==> config.mk <==
export PLATFORM = sky130hd
export DESIGN_NAME = reaction_round_scheduler_flat
export DESIGN_NICKNAME = d
export VERILOG_FILES = /design/src/rtl/reaction_round_scheduler_if.sv /design/src/rtl/reaction_round_scheduler.sv /design/src/flat_wrapper.sv
export SDC_FILE = /design/constraint.sdc
export NUM_CORES = 1
export LEC_CHECK = 0
export ABC_CLOCK_PERIOD_IN_PS = 6150
export BUFFER_PORTS_ARGS = -buffer_cell sky130_fd_sc_hd__clkbuf_2
export CAP_MARGIN = 20
export CORE_MARGIN = 8
export CORE_UTILIZATION = 45
export DETAILED_ROUTE_END_ITERATION = 12
export GPL_ROUTABILITY_DRIVEN = 0
export HOLD_SLACK_MARGIN = 0.08
export SKIP_LAST_GASP = 1
export SLEW_MARGIN = 15
export SYNTH_ARGS = -nofsm -noshare
export SYNTH_HDL_FRONTEND = slang
export SYNTH_SLANG_ARGS = --single-unit
==> constraint.sdc <==
create_clock -name CLOCK -period 6.15 [get_ports CLOCK]
set_input_delay 1.23 -clock CLOCK [delete_from_list [all_inputs] [get_ports CLOCK]]
set_output_delay 1.23 -clock CLOCK [all_outputs]
set_load 0.1 [all_outputs]
==> src/rtl/reaction_round_scheduler_if.sv <==
// reaction_round_scheduler_if: button, hit-zone and display signals between the game board and the round scheduler.
interface reaction_round_scheduler_if;
    logic       start_n;
    logic [1:0] btn_n;
    logic       hit_zone;
    logic       led_step;
    logic       led_restart;
    logic       blink_mode;
    logic [3:0] level;
    logic [3:0] score0;
    logic [3:0] score1;
    logic       win;
    logic       winner;

    modport master (
        output start_n, btn_n, hit_zone,
        input  led_step, led_restart, blink_mode, level, score0, score1, win, winner
    );

    modport slave (
        input  start_n, btn_n, hit_zone,
        output led_step, led_restart, blink_mode, level, score0, score1, win, winner
    );
endinterface

==> src/rtl/reaction_round_scheduler.sv <==
// reaction_round_scheduler: round FSM, LED sweep timing, button arbitration and scoring for the two-player reaction game.
// Optional feature macro REACTION_TIE_ROUND_ROBIN_EN: simultaneous valid hits alternate between players instead of always going to P0.
module reaction_round_scheduler #(
    parameter int TICK_BASE   = 5000000,
    parameter int TICK_STEP   = 500000,
    parameter int NUM_LEVELS  = 9,
    parameter int DEBOUNCE    = 20000,
    parameter int HOLD_CYCLES = 25000000,
    parameter int WIN_SCORE   = 5
) (
    input logic CLOCK,
    input logic RESET_N,
    reaction_round_scheduler_if.slave bus
);
    localparam int DW = $clog2(DEBOUNCE + 1);
    localparam logic [3:0] LVL_TOP = 4'(NUM_LEVELS - 1);
    localparam logic [3:0] WS = 4'(WIN_SCORE);

    typedef enum logic [2:0] {IDLE, ARM, RUN, HOLD, WIN} state_t;

    state_t      state, state_d;
    logic [2:0]  raw, s1, s2, ev;
    logic [1:0]  e, lockout, lockout_d;
    logic [31:0] tick, tick_d, period;
    logic [3:0]  level, level_d, score0, score0_d, score1, score1_d;
    logic        ptr, ptr_d, last, last_d, win, win_d, winner, winner_d, who, step;

    // bit 0 is the start button, bits 1/2 are players 0/1
    assign raw = {bus.btn_n, bus.start_n};

    // Two-flop synchronizer, idle level is released (high)
    always_ff @(posedge CLOCK or negedge RESET_N)
        if (!RESET_N) begin
            s1 <= '1;
            s2 <= '1;
        end else begin
            s1 <= raw;
            s2 <= s1;
        end

    for (genvar g = 0; g < 3; g++) begin : g_db
        logic [DW-1:0] cnt;
        logic          down, pulse;
        assign ev[g] = pulse;
        // Accept a level change after DEBOUNCE stable cycles; pulse once on an accepted press
        always_ff @(posedge CLOCK or negedge RESET_N)
            if (!RESET_N) begin
                cnt   <= '0;
                down  <= 1'b0;
                pulse <= 1'b0;
            end else if (~s2[g] == down) begin
                cnt   <= '0;
                pulse <= 1'b0;
            end else if (cnt == DW'(DEBOUNCE - 1)) begin
                cnt   <= '0;
                down  <= ~s2[g];
                pulse <= ~s2[g];
            end else begin
                cnt   <= cnt + 1'b1;
                pulse <= 1'b0;
            end
    end

    // presses that still count this round; on a tie the pointer decides
    assign e      = ev[2:1] & ~lockout;
    assign who    = (&e) ? ptr : e[1];
    assign period = 32'(TICK_BASE) - 32'(level) * 32'(TICK_STEP);
    assign step   = (state == RUN) && (tick == period - 32'd1);

    assign bus.led_step    = step;
    assign bus.led_restart = state == ARM;
    assign bus.blink_mode  = state == IDLE;
    assign bus.level       = level;
    assign bus.score0      = score0;
    assign bus.score1      = score1;
    assign bus.win         = win;
    assign bus.winner      = winner;

    // State and round bookkeeping registers
    always_ff @(posedge CLOCK or negedge RESET_N)
        if (!RESET_N) begin
            state   <= IDLE;
            tick    <= '0;
            level   <= '0;
            score0  <= '0;
            score1  <= '0;
            lockout <= '0;
            ptr     <= 1'b0;
            last    <= 1'b0;
            win     <= 1'b0;
            winner  <= 1'b0;
        end else begin
            state   <= state_d;
            tick    <= tick_d;
            level   <= level_d;
            score0  <= score0_d;
            score1  <= score1_d;
            lockout <= lockout_d;
            ptr     <= ptr_d;
            last    <= last_d;
            win     <= win_d;
            winner  <= winner_d;
        end

    // Next-state logic: the tick counter doubles as the hold timer while in HOLD
    always_comb begin
        state_d   = state;
        tick_d    = tick;
        level_d   = level;
        score0_d  = score0;
        score1_d  = score1;
        lockout_d = lockout;
        ptr_d     = ptr;
        last_d    = last;
        win_d     = win;
        winner_d  = winner;
        case (state)
            IDLE: state_d = ev[0] ? ARM : IDLE;
            ARM: begin
                tick_d    = '0;
                lockout_d = '0;
                state_d   = RUN;
            end
            RUN: begin
                tick_d = step ? '0 : tick + 32'd1;
                if ((|e) && bus.hit_zone) begin
                    state_d  = HOLD;
                    tick_d   = '0;
                    last_d   = who;
                    score0_d = who ? score0 : score0 + 4'd1;
                    score1_d = who ? score1 + 4'd1 : score1;
                    level_d  = (level == LVL_TOP) ? level : level + 4'd1;
`ifdef REACTION_TIE_ROUND_ROBIN_EN
                    ptr_d    = (&e) ? ~ptr : ptr;
`else
                    ptr_d    = 1'b0;
`endif
                end else if (|e) begin
                    lockout_d = lockout | e;
                    if (&(lockout | e)) begin
                        state_d = HOLD;
                        tick_d  = '0;
                    end
                end
            end
            HOLD: begin
                tick_d = tick + 32'd1;
                if (tick == 32'(HOLD_CYCLES - 1)) begin
                    tick_d = '0;
                    if (score0 == WS || score1 == WS) begin
                        state_d  = WIN;
                        win_d    = 1'b1;
                        winner_d = last;
                    end else begin
                        state_d = ARM;
                    end
                end
            end
            WIN: if (ev[0]) begin
                state_d  = IDLE;
                level_d  = '0;
                score0_d = '0;
                score1_d = '0;
                win_d    = 1'b0;
                winner_d = 1'b0;
                ptr_d    = 1'b0;
            end
            default: state_d = IDLE;
        endcase
    end
endmodule

==> src/flat_wrapper.sv <==
// flat-port wrapper written by rule: the top's interface ports become plain ports
module reaction_round_scheduler_flat 
#(
    parameter int TICK_BASE   = 5000000,
    parameter int TICK_STEP   = 500000,
    parameter int NUM_LEVELS  = 9,
    parameter int DEBOUNCE    = 20000,
    parameter int HOLD_CYCLES = 25000000,
    parameter int WIN_SCORE   = 5
)
  (CLOCK, RESET_N, bus_start_n, bus_btn_n, bus_hit_zone, bus_led_step, bus_led_restart, bus_blink_mode, bus_level, bus_score0, bus_score1, bus_win, bus_winner);
  reaction_round_scheduler_if bus_i ();
  input logic CLOCK;
  input logic RESET_N;
  input wire logic [$bits(bus_i.start_n)-1:0] bus_start_n;
  input wire logic [$bits(bus_i.btn_n)-1:0] bus_btn_n;
  input wire logic [$bits(bus_i.hit_zone)-1:0] bus_hit_zone;
  output wire logic [$bits(bus_i.led_step)-1:0] bus_led_step;
  output wire logic [$bits(bus_i.led_restart)-1:0] bus_led_restart;
  output wire logic [$bits(bus_i.blink_mode)-1:0] bus_blink_mode;
  output wire logic [$bits(bus_i.level)-1:0] bus_level;
  output wire logic [$bits(bus_i.score0)-1:0] bus_score0;
  output wire logic [$bits(bus_i.score1)-1:0] bus_score1;
  output wire logic [$bits(bus_i.win)-1:0] bus_win;
  output wire logic [$bits(bus_i.winner)-1:0] bus_winner;
  assign bus_i.start_n = bus_start_n;
  assign bus_i.btn_n = bus_btn_n;
  assign bus_i.hit_zone = bus_hit_zone;
  assign bus_led_step = bus_i.led_step;
  assign bus_led_restart = bus_i.led_restart;
  assign bus_blink_mode = bus_i.blink_mode;
  assign bus_level = bus_i.level;
  assign bus_score0 = bus_i.score0;
  assign bus_score1 = bus_i.score1;
  assign bus_win = bus_i.win;
  assign bus_winner = bus_i.winner;
  reaction_round_scheduler #(.TICK_BASE(TICK_BASE), .TICK_STEP(TICK_STEP), .NUM_LEVELS(NUM_LEVELS), .DEBOUNCE(DEBOUNCE), .HOLD_CYCLES(HOLD_CYCLES), .WIN_SCORE(WIN_SCORE)) u_core (.CLOCK(CLOCK), .RESET_N(RESET_N), .bus(bus_i));
endmodule
### Yosys cells after proc, flatten, opt, wreduce, memory -nomap -nowiden

Index checks and enable logic that the tools add are counted.

| word-level totals | value |
|---|---|
| flip-flop bits (word level) | 110 |

| cells by class | value |
|---|---|
| $add $sub $neg | 9 |
| eq/ne operators | 26 |
| multiply operators | 1 |
| bitwise operators | 9 |
| mux-type cells | 49 |
| reductions and logical operators | 22 |

Operators with widths:

| kind | count |
|---|---|
| two-way mux 32 bit | 5 |
| one-hot mux 32 bit (3 select lines) | 1 |
| two-way mux 15 bit | 6 |
| adder 15 x 1 -> 15 bit, second input constant | 3 |
| == test 15 bit, second input constant | 3 |
| adder 32 x 1 -> 32 bit, second input constant | 1 |
| == test 32 x 25 -> 1 bit, second input constant | 1 |
| == test 32 bit | 1 |
| subtractor 32 x 1 -> 32 bit, second input constant | 1 |
| two-way mux 4 bit | 7 |
| one-hot mux 4 bit (2 select lines) | 3 |
| subtractor 23 x 23 -> 24 bit, first input constant | 1 |
| AND reduction 4 bit | 5 |
| multiplier 4 x 14 -> 18 bit, second input constant | 1 |
| two-way mux 3 bit | 6 |
| one-hot mux 3 bit (5 select lines) | 1 |
| two-way mux 1 bit | 14 |
| adder 4 x 1 -> 4 bit, second input constant | 3 |
| AND reduction 2 bit | 6 |
| != test 2 bit, second input constant | 5 |
| == test 4 x 3 -> 1 bit, second input constant | 2 |
| != test 2 x 1 -> 1 bit, second input constant | 4 |
| == test 3 x 2 -> 1 bit, second input constant | 2 |
| != test 3 bit, second input constant | 2 |
| other kinds (18) | 32 |

### Logic depth before layout (Yosys ltp)

Gate-level depths: netlist (run 1).

| logic depth | value |
|---|---|
| word-level depth | 10 |
| gate-level depth with buffers | 18 |

### Worst setup path after synthesis (run 1)

OpenSTA, ideal clock, no wires.

| timing path | value |
|---|---|
| path kind | flip-flop to output port |
| from | register u_core.level[1] (netlist: u_core.bus.level[1]) |
| to | output port bus_led_step |
| stages on the path, launching flop included | 16 |
| data arrival time | 9.927 ns |
| path slack | -5.007 ns |
| required time | 4.920 ns |
| cell sequence | dfrtp_1 -> clkbuf_1 -> inv_1 -> ha_1 -> fa_1 -> fa_1 -> a21o_1 -> a21oi_1 -> xor2_1 -> o221ai_1 -> xnor2_1 -> nand3_1 -> o41ai_1 -> mux2i_1 -> nand3_1 -> a2111oi_0 |

| on the way | value |
|---|---|
| word-level cells in the longest chain between the ends | 5 |

RTL lines:

| what | line | source |
|---|---|---|
| start: declaration | reaction_round_scheduler.sv:25 | `logic [3:0] level, level_d, score0, score0_d, score1, score1_d;` |
| start signal: assignment | reaction_round_scheduler.sv:95 | `level <= level_d;` |
| multiplier 4 x 14 -> 18 bit | reaction_round_scheduler.sv:67 | `assign period = 32'(TICK_BASE) - 32'(level) * 32'(TICK_STEP);` |
| subtractor 23 x 23 -> 24 bit | reaction_round_scheduler.sv:67 |  |
| subtractor 32 x 1 -> 32 bit | reaction_round_scheduler.sv:68 | `assign step = (state == RUN) && (tick == period - 32'd1);` |
| == test 32 bit | reaction_round_scheduler.sv:68 |  |
| logical AND 1 bit | reaction_round_scheduler.sv:68 |  |
| end: declaration | flat_wrapper.sv:18 | `output wire logic [$bits(bus_i.led_step)-1:0] bus_led_step;` |

No other way between the ends.

### Worst setup path after layout (run 1)

| timing path | value |
|---|---|
| from | register u_core.level[2] (netlist: u_core.bus.level[2]) |
| to | output port bus_led_step |

Same word-level chain as after synthesis.

==> flow_summary_export.csv, run 1 <==
group,metric,value,unit
cts,htreeDepth,3,
finish,area_growth,14.7,%
drt,wire_per_inst,15.3,µm
cts,cts_hold_buf,0,
grt,grt_pass1_vias,6061,
logic_synthesis,synth_fp_nets,949,
hold_path,hold_path_end,"u_core.s2[0]$_DFF_PN1_",
logic_synthesis,synth_ff_type,"dfrtp_1",
die,ios,23,
logic_synthesis,syn_avg_cell_area,8.58,µm²
grt,antenna_found_initial,0,
finish,nets,979,
critical_path,crit_required,4.92,ns
finish,drive_gt1_frac,0.166,
hold_path,hp-class,"flip-flop to flip-flop",
run,maxCapViolCount,0,
critical_path,cp_max_fo,5,
sta,period_minus_slack,6.09,ns
critical_path,r2r_cells,18,
grt,grt_use_total,0.166,
die,dieHeight,147,µm
die,num_rows,48,
sta,relSlewSlack,0.360,
drt,vias,6405,
logic_synthesis,ys_seq_area_frac,0.352,
logic_synthesis,synthArstFlopShare,1.00,
logic_synthesis,yosysMostFrequentCell,"nor2_1",
critical_path,rrSetupSlack,1.14,ns
drt,dr.pass1.iters,5,
sta,tns,0,ns
sta,hold_violations,0,
logic_synthesis,ys_top_cells_by_count,"nor2_1 (128), nand2_1 (124), dfrtp_1 (103), nand3_1 (62), xnor2_1 (50)",
pwr,power.density,150,mW/mm²
cts,clockBufferDepth,2,
sta,period_share,0.990,
logic_synthesis,yosys_register_bits,109,
logic_synthesis,synth_cell_type_count,74,
sta,setup_viol,0,
drt,totalWireLength,17900,µm
logic_synthesis,synth_top_cell_area_share,0.331,
die,core-area,0.0171,mm²
cts,root_buffer,"clkbuf_16",
die,start_util,0.455,
sta,tightest_slew,0.953,ns
grt,overflow,0,
critical_path,r2r_end,"u_core.tick[23]$_DFFE_PN0P_",
die,die_x,147,µm
cts,worstSkewPairLatency,0.36,ns
cts,path_clk_slew,0.08,ns
logic_synthesis,synth_edf_count,0,
sta,fmax,0.164,GHz
hold_path,hold_start,"u_core.s1[0]$_DFF_PN1_",
pwr,ir_worst_vdd,0.000119,V
logic_synthesis,syn_area,0.00778,mm²
critical_path,arrival,4.86,ns
die,die_area,0.0218,mm²
placement,io_buffers,22,
critical_path,critical_path_class,"flip-flop to primary output",
logic_synthesis,synth_warnings,0,
pwr,power.leakage,0.00381,µW
drt,detail-route-antenna-nets,0,
drt,drc,0,
cts,clock_sinks,109,
sta,skew,0.0115,ns
critical_path,end_kind,"primary output",
hold_path,holdPathStages,0,
sta,drv_slew,0,
finish,antennaDiodeCount,0,
critical_path,startpoint_type,"flip-flop",
logic_synthesis,synthCells,907,
placement,place_hpwl,12800,µm
grt,grt_pass1_wl,30200,µm
run_status,status,"complete, no violations",
logic_synthesis,yosysTopAreaCell,"dfrtp_1",
drt,viasPerCell,5.49,
cts,cts_tree,"done",
cts,cts_made_buffers,9,
logic_synthesis,synth_area_leaders,"dfrtp_1 (33%), nor2_1 (6.2%), nand2_1 (6.0%)",
drt,drtIter0Drc,249,
grt,grt_max_degree,62,
finish,post-route-util,0.521,
critical_path,r2r_start,"u_core.bus.level[2]$_DFFE_PN0P_",
[cell families (layout without fill, tap and decap cells)]
logic type | Yosys count | count (layout) | share of synthesized area
AND/OR/NAND/NOR | 447 | 447 | 0.274
AO/OA/AOI/OAI | 146 | 146 | 0.156
flip-flops | 109 | 109 | 0.352
XOR/XNOR | 97 | 97 | 0.109
buffers and inverters | 64 | 99 | 0.0362
adder cells (fa/ha/maj) | 36 | 36 | 0.0627
multiplexers | 8 | 8 | 0.0108
[metal layers]
layer / up-vias / global-route usage / share of wire
li1: 3245 / - / -
met1: 3059 / 0.220 / 0.47
met2: 72 / 0.271 / 0.48
met3: 29 / 0.0235 / 0.025
met4: 0 / 0.0622 / 0.023
met5: - / 0 / 0
[cells in the final DEF, fill, tap and decap left out, drive strengths merged, types with 4 or more instances in the layout]
master   netlist  final
fa             5      5
dfrtp        103    103
xor2          47     47
or3           10     10
a211oi         5      5
a21oi         19     19
inv           25     28
nor3          24     24
nor4b          6      6
dfstp          6      6
nor4           7      7
o41ai          4      4
o211ai        11     11
o22ai          5      5
nor2b         12     12
nor3b          4      4
mux2i          5      5
clkbuf        26     30
a2111oi        4      4
o21ai         40     40
nand4         18     18
nand3         62     62
nand2b         7      7
a21o           4      4
o221ai        22     22
buf           13     38
nor2         128    128
or4            5      5
ha            31     31
nand2        125    125
and3          13     13
xnor2         50     50
and2          18     18
[power by group]
group / total, µW / switching (µW) / internal, µW
clock network: 574 / 289 / 285
registers: 730 / 5.65 / 724
logic: 31.0 / 23.6 / 7.45
[how the worst max path moves through the flow]
stage,startpoint,endpoint,slack [ns],cells after the start
floorplan,u_core.bus.level[1]$_DFFE_PN0P_,bus_led_step,-0.30,15
global placement,u_core.bus.level[2]$_DFFE_PN0P_,bus_led_step,0.31,14
detailed placement,u_core.bus.level[2]$_DFFE_PN0P_,bus_led_step,0.22,14
CTS,u_core.bus.level[2]$_DFFE_PN0P_,bus_led_step,0.008,14
global route,u_core.bus.level[2]$_DFFE_PN0P_,bus_led_step,-0.07,15
finish,u_core.bus.level[2]$_DFFE_PN0P_,bus_led_step,0.06,15
[sequential cells by signal, summed over array words and instances, names as in the netlist]
signal	cells
u_core.bus.win	1
u_core.bus.score1	4
u_core.tick	32
u_core.bus.winner	1
u_core.state	3
u_core.g_db.down	3
u_core.last	1
u_core.s1	3
u_core.lockout	2
u_core.g_db.cnt	45
u_core.s2	3
u_core.bus.score0	4
u_core.g_db.pulse	3
u_core.bus.level	4
[stage by stage]
stage	std cells	hold slack, ns	power [µW]	setup WS [ns]	instance area, µm²
global placement	1126	0.346	777	0.309	8260
floorplan	907	0.345	756	-0.298	7980
global route	1167	0.362	1400	-0.0690	8930
finish	1167	0.356	1330	0.0605	8930
detailed placement	1126	0.347	777	0.224	8260
CTS	1149	0.359	1360	0.00778	8660
[what timing repair did]
action                     4_1_cts  5_1_grt
pin swaps                        4       16
resized for setup                7       19
setup buffers                    7       18
setup endpoints to repair        1        1
[worst max-delay path, stage by stage, from the launching register on]
cell	delay [ns]
dfrtp_4	0.52
fa_1	0.59
fa_1	0.46
ha_4	0.35
o21ai_2	0.08
o2111a_1	0.28
nor4_4	0.25
buf_4	0.18
buf_4	0.12
nand3_1	0.08
o211a_1	0.16
o41ai_4	0.36
mux2i_1	0.29
nand3_1	0.16
a2111oi_4	0.38
buf_12	0.23
[cell type report]
type                            count  area [µm²]
Tap cell                          225         282
Timing Repair Buffer               58         423
Fill cell                        1622        8190
Clock inverter                      6        58.8
Multi-Input combinational cell    734        5080
Sequential cell                   109        2750
Clock buffer                       10         229
Inverter                           25         104
Note: power is estimated with default switching activity, not from simulation.
==> inputs of run 2 (changes only) <==
--- a/config.mk
+++ b/config.mk
@@ -8,6 +8,7 @@
 export ABC_CLOCK_PERIOD_IN_PS = 6150
 export BUFFER_PORTS_ARGS = -buffer_cell sky130_fd_sc_hd__clkbuf_2
 export CAP_MARGIN = 20
+export CORE_ASPECT_RATIO = 0.75
 export CORE_MARGIN = 8
 export CORE_UTILIZATION = 45
 export DETAILED_ROUTE_END_ITERATION = 12
==> run 2 against run 1 <==
Effect of this change:
- sequential power about the same
- power increased by 2.1%
- critical path depth decreased by 1
- first-iteration DRC count increased by 65%
- clock power increased by 4.9%
- global-route usage increased by 0.36 points
- fmax increased by 0.58%
- clock skew increased by 0.0020 ns
- design area increased by 0.29%
- critical path type unchanged
- largest cell class unchanged
- largest power group unchanged
==> flow_summary_export.csv, run 2 (same netlist as run 1, synthesis figures left out) <==
group,metric,value,unit
run_status,status,"complete, no violations",
sta,drv_slew,0,
critical_path,end_kind,"primary output",
cts,cts_made_buffers,9,
finish,nets,985,
finish,multiInputGateArea,0.00506,mm²
pwr,clkPwrFrac,0.442,
grt,grt_max_degree,62,
sta,period_share,0.984,
critical_path,critical_path_class,"flip-flop to primary output",
placement,placed_cells,1114,
finish,area_growth,15.1,%
placement,place_hpwl,12700,µm
pwr,power_frac_comb,0.023,
grt,grt_use_total,0.170,
placement,io_buffers,22,
pwr,swShare,0.248,
die,ios,23,
sta,fmax,0.165,GHz
finish,largestRegisters,"u_core.g_db.cnt (45), u_core.tick (32)",
drt,viasPerCell,5.53,
drt,wire_per_inst,15.4,µm
finish,seqCellArea,0.00275,mm²
drt,dr.pass1.iters,5,
pwr,ir_worst_vdd,0.000118,V
pwr,p_sw,338,µW
cts,htreeDepth,3,
sta,skew,0.0136,ns
finish,design_area,0.00895,mm²
finish,fillers,1557,
grt,grt_pass1_vias,6085,
finish,antennaDiodeCount,0,
sta,relSlewSlack,0.368,
critical_path,cp_max_fo,6,
die,core-area,0.0169,mm²
hold_path,hp-class,"flip-flop to flip-flop",
grt,overflow,0,
pwr,intPower,1020,µW
placement,post_dp_cell_area,0.00824,mm²
grt,grt_pass1_wl,30700,µm
pwr,power.total,1360,µW
critical_path,arrival,4.82,ns
critical_path,crit_required,4.92,ns
cts,root_buffer,"clkbuf_16",
finish,drive_gt1_frac,0.169,
cts,cts_tree,"done",
drt,vias,6429,
sta,hold_violations,0,
critical_path,startpoint_type,"flip-flop",
pwr,power.leakage,0.00384,µW
finish,largest_reg_flops,45,
grt,antenna_found_initial,0,
die,die_x,168,µm
drt,totalWireLength,17900,µm
pwr,seqPwrFrac,0.536,
pwr,power.density,152,mW/mm²
finish,top_register,"u_core.g_db.cnt",
sta,setup_viol,0,
finish,post-route-util,0.530,
cts,clock_sinks,109,
cts,path_clk_slew,0.09,ns
die,start_util,0.461,
die,num_rows,41,
finish,fin_cells,1163,
drt,detail-route-antenna-nets,0,
finish,layout_common_cells,"nor2_1 (128), nand2_1 (122), dfrtp_1 (99), nand3_1 (61), xnor2_1 (46)",
sta,period_minus_slack,6.05,ns
drt,drtIter0Drc,412,
sta,tightest_slew,0.941,ns
cts,worstSkewPairLatency,0.36,ns
die,dieHeight,130,µm
die,die_area,0.0218,mm²
cts,clockBufferDepth,2,
run,maxCapViolCount,0,
drt,drc,0,
finish,final_common_cell,"nor2_1",
run 2: through the flow:
step                      TNS [ns]  setup WS (ns)  hold slack [ns]
after floorplan             -0.298         -0.298            0.345
after global placement           0          0.329            0.346
after detailed placement         0          0.222            0.347
after CTS                        0         0.0124            0.353
after global routing       -0.0380        -0.0380            0.349
final                            0         0.0957            0.348
run 2: power by group through the flow:
stage | clock (µW) | sequential [µW] | combinational [µW]
5_1_grt | 646 | 731 | 37.6
2_1_floorplan | 0 | 743 | 13.1
3_5_place_dp | 0 | 744 | 32.9
3_3_place_gp | 0 | 744 | 32.5
4_1_cts | 627 | 730 | 32.9
6_report | 602 | 730 | 31.2
run 2: path summary, 6_finish.rpt:
| path | startpoint | to | slack (ns) | depth (start not counted) |
|---|---|---|---|---|
| worst max-delay path | u_core.bus.level[2]$_DFFE_PN0P_ | bus_led_step | 0.1 | 14 |
| worst min-delay path | u_core.s1[1]$_DFF_PN1_ | u_core.s2[1]$_DFF_PN1_ | 0.35 | 0 |
| min in group asynchronous | RESET_N | u_core.g_db[2].cnt[2]$_DFF_PN0_ | 0.94 | 1 |
| worst min register to register | u_core.s1[1]$_DFF_PN1_ | u_core.s2[1]$_DFF_PN1_ | 0.35 | 0 |
| max in group asynchronous | RESET_N | u_core.tick[26]$_DFFE_PN0P_ | 4.06 | 2 |
| worst max register to register | u_core.bus.level[2]$_DFFE_PN0P_ | u_core.tick[21]$_DFFE_PN0P_ | 0.29 | 26 |
run 2: area by class of cell:
type                            count  share of cell area
Multi-Input combinational cell    734               0.565
Sequential cell                   109               0.307
Timing Repair Buffer               64              0.0513
Tap cell                          215              0.0300
Clock buffer                        9              0.0252
Inverter                           25              0.0116
Clock inverter                      7             0.00992
run 2: layer usage:
layer	up-vias	share of wire	track usage
li1	3262	-	-
met1	3054	0.52	0.243
met2	97	0.44	0.264
met3	16	0.033	0.0305
met4	0	0.0084	0.0382
met5	-	0	0
run 2: timing repair:
action                                  in CTS  in global routing
hold buffers                                 0                  0
endpoints found under the setup margin       1                 25
pin swaps                                    5                 16
setup buffers                               17                 16
gates resized for setup                      5                 18
run 2: worst max-delay path, cell delays in order (launching register included):
cell and delay, ns:
dfrtp_4 0.53, fa_1 0.59, fa_1 0.47, ha_4 0.34
o21ai_1 0.10, o2111a_1 0.28, nor4_4 0.29, buf_4 0.19
o311ai_2 0.12, xor2_2 0.21, o41ai_2 0.26, mux2i_1 0.30
nand3_1 0.18, a2111oi_4 0.37, buf_12 0.22
==> inputs of run 3 (changes only) <==
--- a/config.mk
+++ b/config.mk
@@ -5,7 +5,7 @@
 export SDC_FILE = /design/constraint.sdc
 export NUM_CORES = 1
 export LEC_CHECK = 0
-export ABC_CLOCK_PERIOD_IN_PS = 6150
+export ABC_CLOCK_PERIOD_IN_PS = 7700
 export BUFFER_PORTS_ARGS = -buffer_cell sky130_fd_sc_hd__clkbuf_2
 export CAP_MARGIN = 20
 export CORE_ASPECT_RATIO = 0.75
==> constraint.sdc (replaced) <==
create_clock -name CLOCK -period 7.7 [get_ports CLOCK]
set_input_delay 1.54 -clock CLOCK [delete_from_list [all_inputs] [get_ports CLOCK]]
set_output_delay 1.54 -clock CLOCK [all_outputs]
set_load 0.1 [all_outputs]
==> run 3 against run 2 <==
Effect of this change:
- design area down 6.4%
- core utilization shrank 3.4 points
- global-route usage shrank 0.82 points
- sequential share of layout area up 2.0 points
- final cell count decreased by 3.1%
- hold slack gained 0.011 ns
- setup slack better by 0.32 ns
- first-iteration DRC count up 16%
- sequential cell count unchanged
- via count shrank 4.4%
==> flow_summary_export.csv, run 3 (same netlist as run 1, synthesis figures left out) <==
group,metric,value,unit
finish,area_growth,7.66,%
grt,grt_util_met2,0.252,
finish,drive_gt1_frac,0.0998,
critical_path,cp_max_fo,21,
finish,layout_common_cells,"nor2_1 (128), nand2_1 (124), dfrtp_1 (102), nand3_1 (62), xnor2_1 (49)",
finish,top_register,"u_core.g_db.cnt",
finish,largestRegisters,"u_core.g_db.cnt (45), u_core.tick (32)",
critical_path,end_kind,"primary output",
sta,setup_ws,0.418,ns
run,maxCapViolCount,0,
sta,skew,0.0110,ns
finish,final_common_cell,"nor2_1",
placement,io_buffers,22,
grt,busiest_layer,"met2",
sta,drv_slew,0,
sta,relSlewSlack,0.355,
finish,fillers,1582,
cts,clockBufferDepth,2,
critical_path,slowest_stage,"dfrtp_2",
cts,cts_made_buffers,9,
drt,dr.pass1.iters,5,
run_status,status,"complete, no violations",
grt,use_met3,0.0256,
finish,antennaDiodeCount,0,
finish,largest_reg_flops,45,
die,core-area,0.0169,mm²
pwr,ir_worst_vdd,0.000111,V
cts,cts_setup_buffers,0,
cts,htreeDepth,3,
grt,grt_max_degree,61,
drt,vias,6147,
critical_path,r2r_start,"u_core.bus.level[1]$_DFFE_PN0P_",
die,ios,23,
hold_path,hold_start,"u_core.s1[1]$_DFF_PN1_",
hold_path,holdPathStages,0,
pwr,power.leakage,0.00363,µW
drt,drc,0,
critical_path,cp_slowest_stage_delay,0.63,ns
critical_path,arrival,5.74,ns
finish,nets,949,
critical_path,critical_path_class,"flip-flop to primary output",
sta,period_minus_slack,7.28,ns
critical_path,r2r_cells,15,
grt,grt_pass1_wl,29200,µm
cts,root_buffer,"clkbuf_16",
die,die_area,0.0218,mm²
pwr,power.density,133,mW/mm²
drt,drtIter0Drc,479,
placement,post_dp_cell_area,0.00804,mm²
sta,setup_viol,0,
finish,design_area,0.00838,mm²
finish,multiInputGateArea,0.00479,mm²
cts,clock_sinks,109,
grt,overflow,0,
critical_path,r2r_end,"u_core.tick[23]$_DFFE_PN0P_",
sta,fmax,0.137,GHz
sta,hold_violations,0,
cts,worstSkewPairLatency,0.35,ns
die,dieHeight,130,µm
die,num_rows,41,
drt,viasPerCell,5.45,
die,die_x,168,µm
grt,antenna_found_initial,0,
critical_path,path_cells,"inv_1 > ha_1 > fa_1 > fa_1 > a21o_1 > a21oi_1 > xor2_1 > o221ai_1 > xnor2_2 > nand3_1 > o41ai_1 > mux2i_1 > nand3_1 > a2111oi_4 > clkbuf_4",
drt,wire_per_inst,15.0,µm
critical_path,crit_required,6.16,ns
critical_path,startpoint_type,"flip-flop",
grt,grt_use_met1,0.233,
die,start_util,0.461,
sta,tns,0,ns
grt,grt_pass1_vias,5834,
critical_path,rrSetupSlack,1.58,ns
grt,grt_use_total,0.162,
hold_path,hold_path_end,"u_core.s2[1]$_DFF_PN1_",
sta,tightest_slew,0.961,ns
sta,period_share,0.946,
placement,dpl_worst_slack,0.594,ns
drt,totalWireLength,16900,µm
cts,cts_tree,"done",
finish,seqCellArea,0.00274,mm²
hold_path,hp-class,"flip-flop to flip-flop",
cts,path_clk_slew,0.08,ns
placement,place_hpwl,12400,µm
sta,rsz0062_at_grt,"no",
drt,detail-route-antenna-nets,0,
[run 3: worst max-delay path by stage]
stage	endpoint	start
after floorplan	bus_led_step	u_core.bus.level[2]$_DFFE_PN0P_
after global placement	bus_led_step	u_core.bus.level[1]$_DFFE_PN0P_
after detailed placement	bus_led_step	u_core.bus.level[1]$_DFFE_PN0P_
after CTS	bus_led_step	u_core.bus.level[1]$_DFFE_PN0P_
after global routing	bus_led_step	u_core.bus.level[1]$_DFFE_PN0P_
final	bus_led_step	u_core.bus.level[1]$_DFFE_PN0P_
[run 3: where the power goes]
group	switching, µW	internal [µW]
clock network	242	264
registers	4.56	579
logic	18.6	5.96
total	265	849
[run 3: area by class of cell]
type                       instances  share of cell area
multi-input combinational        734               0.572
sequential                       109               0.327
tap                              215              0.0321
clock buffer                       9              0.0269
timing repair buffer              28              0.0191
clock inverter                     7              0.0121
inverter                          25              0.0112
[run 3: per-layer routing]
layer / vias up / routed length (µm)
met5: - / 0
met4: 0 / 144
met3: 11 / 515
met2: 88 / 7330
met1: 2863 / 8890
li1: 3185 / -
[run 3: what timing repair did]
action,CTS,global route
gates resized for setup,0,3
hold buffers,0,0
endpoints found under the setup margin,0,1
[run 3: stage by stage]
| stage | utilization | hold slack, ns | total power [µW] | instances |
|---|---|---|---|---|
| floorplan | - | 0.345 | 604 | 907 |
| global placement | 0.476 | 0.345 | 620 | 1111 |
| detailed placement | 0.476 | 0.348 | 621 | 1111 |
| CTS | 0.496 | 0.360 | 1130 | 1127 |
| global route | 0.496 | 0.362 | 1160 | 1127 |
| finish | 0.496 | 0.359 | 1110 | 1127 |
[run 3: worst max-delay path: cells and delay by family, from the launching register on]
family / cells / cell delay [ns]
compound gates: 5 / 1.49
xor+xnor: 2 / 0.62
fa+ha+maj: 3 / 1.36
buf+inv: 2 / 0.59
flops: 1 / 0.63
mux: 1 / 0.36
simple gates: 2 / 0.33
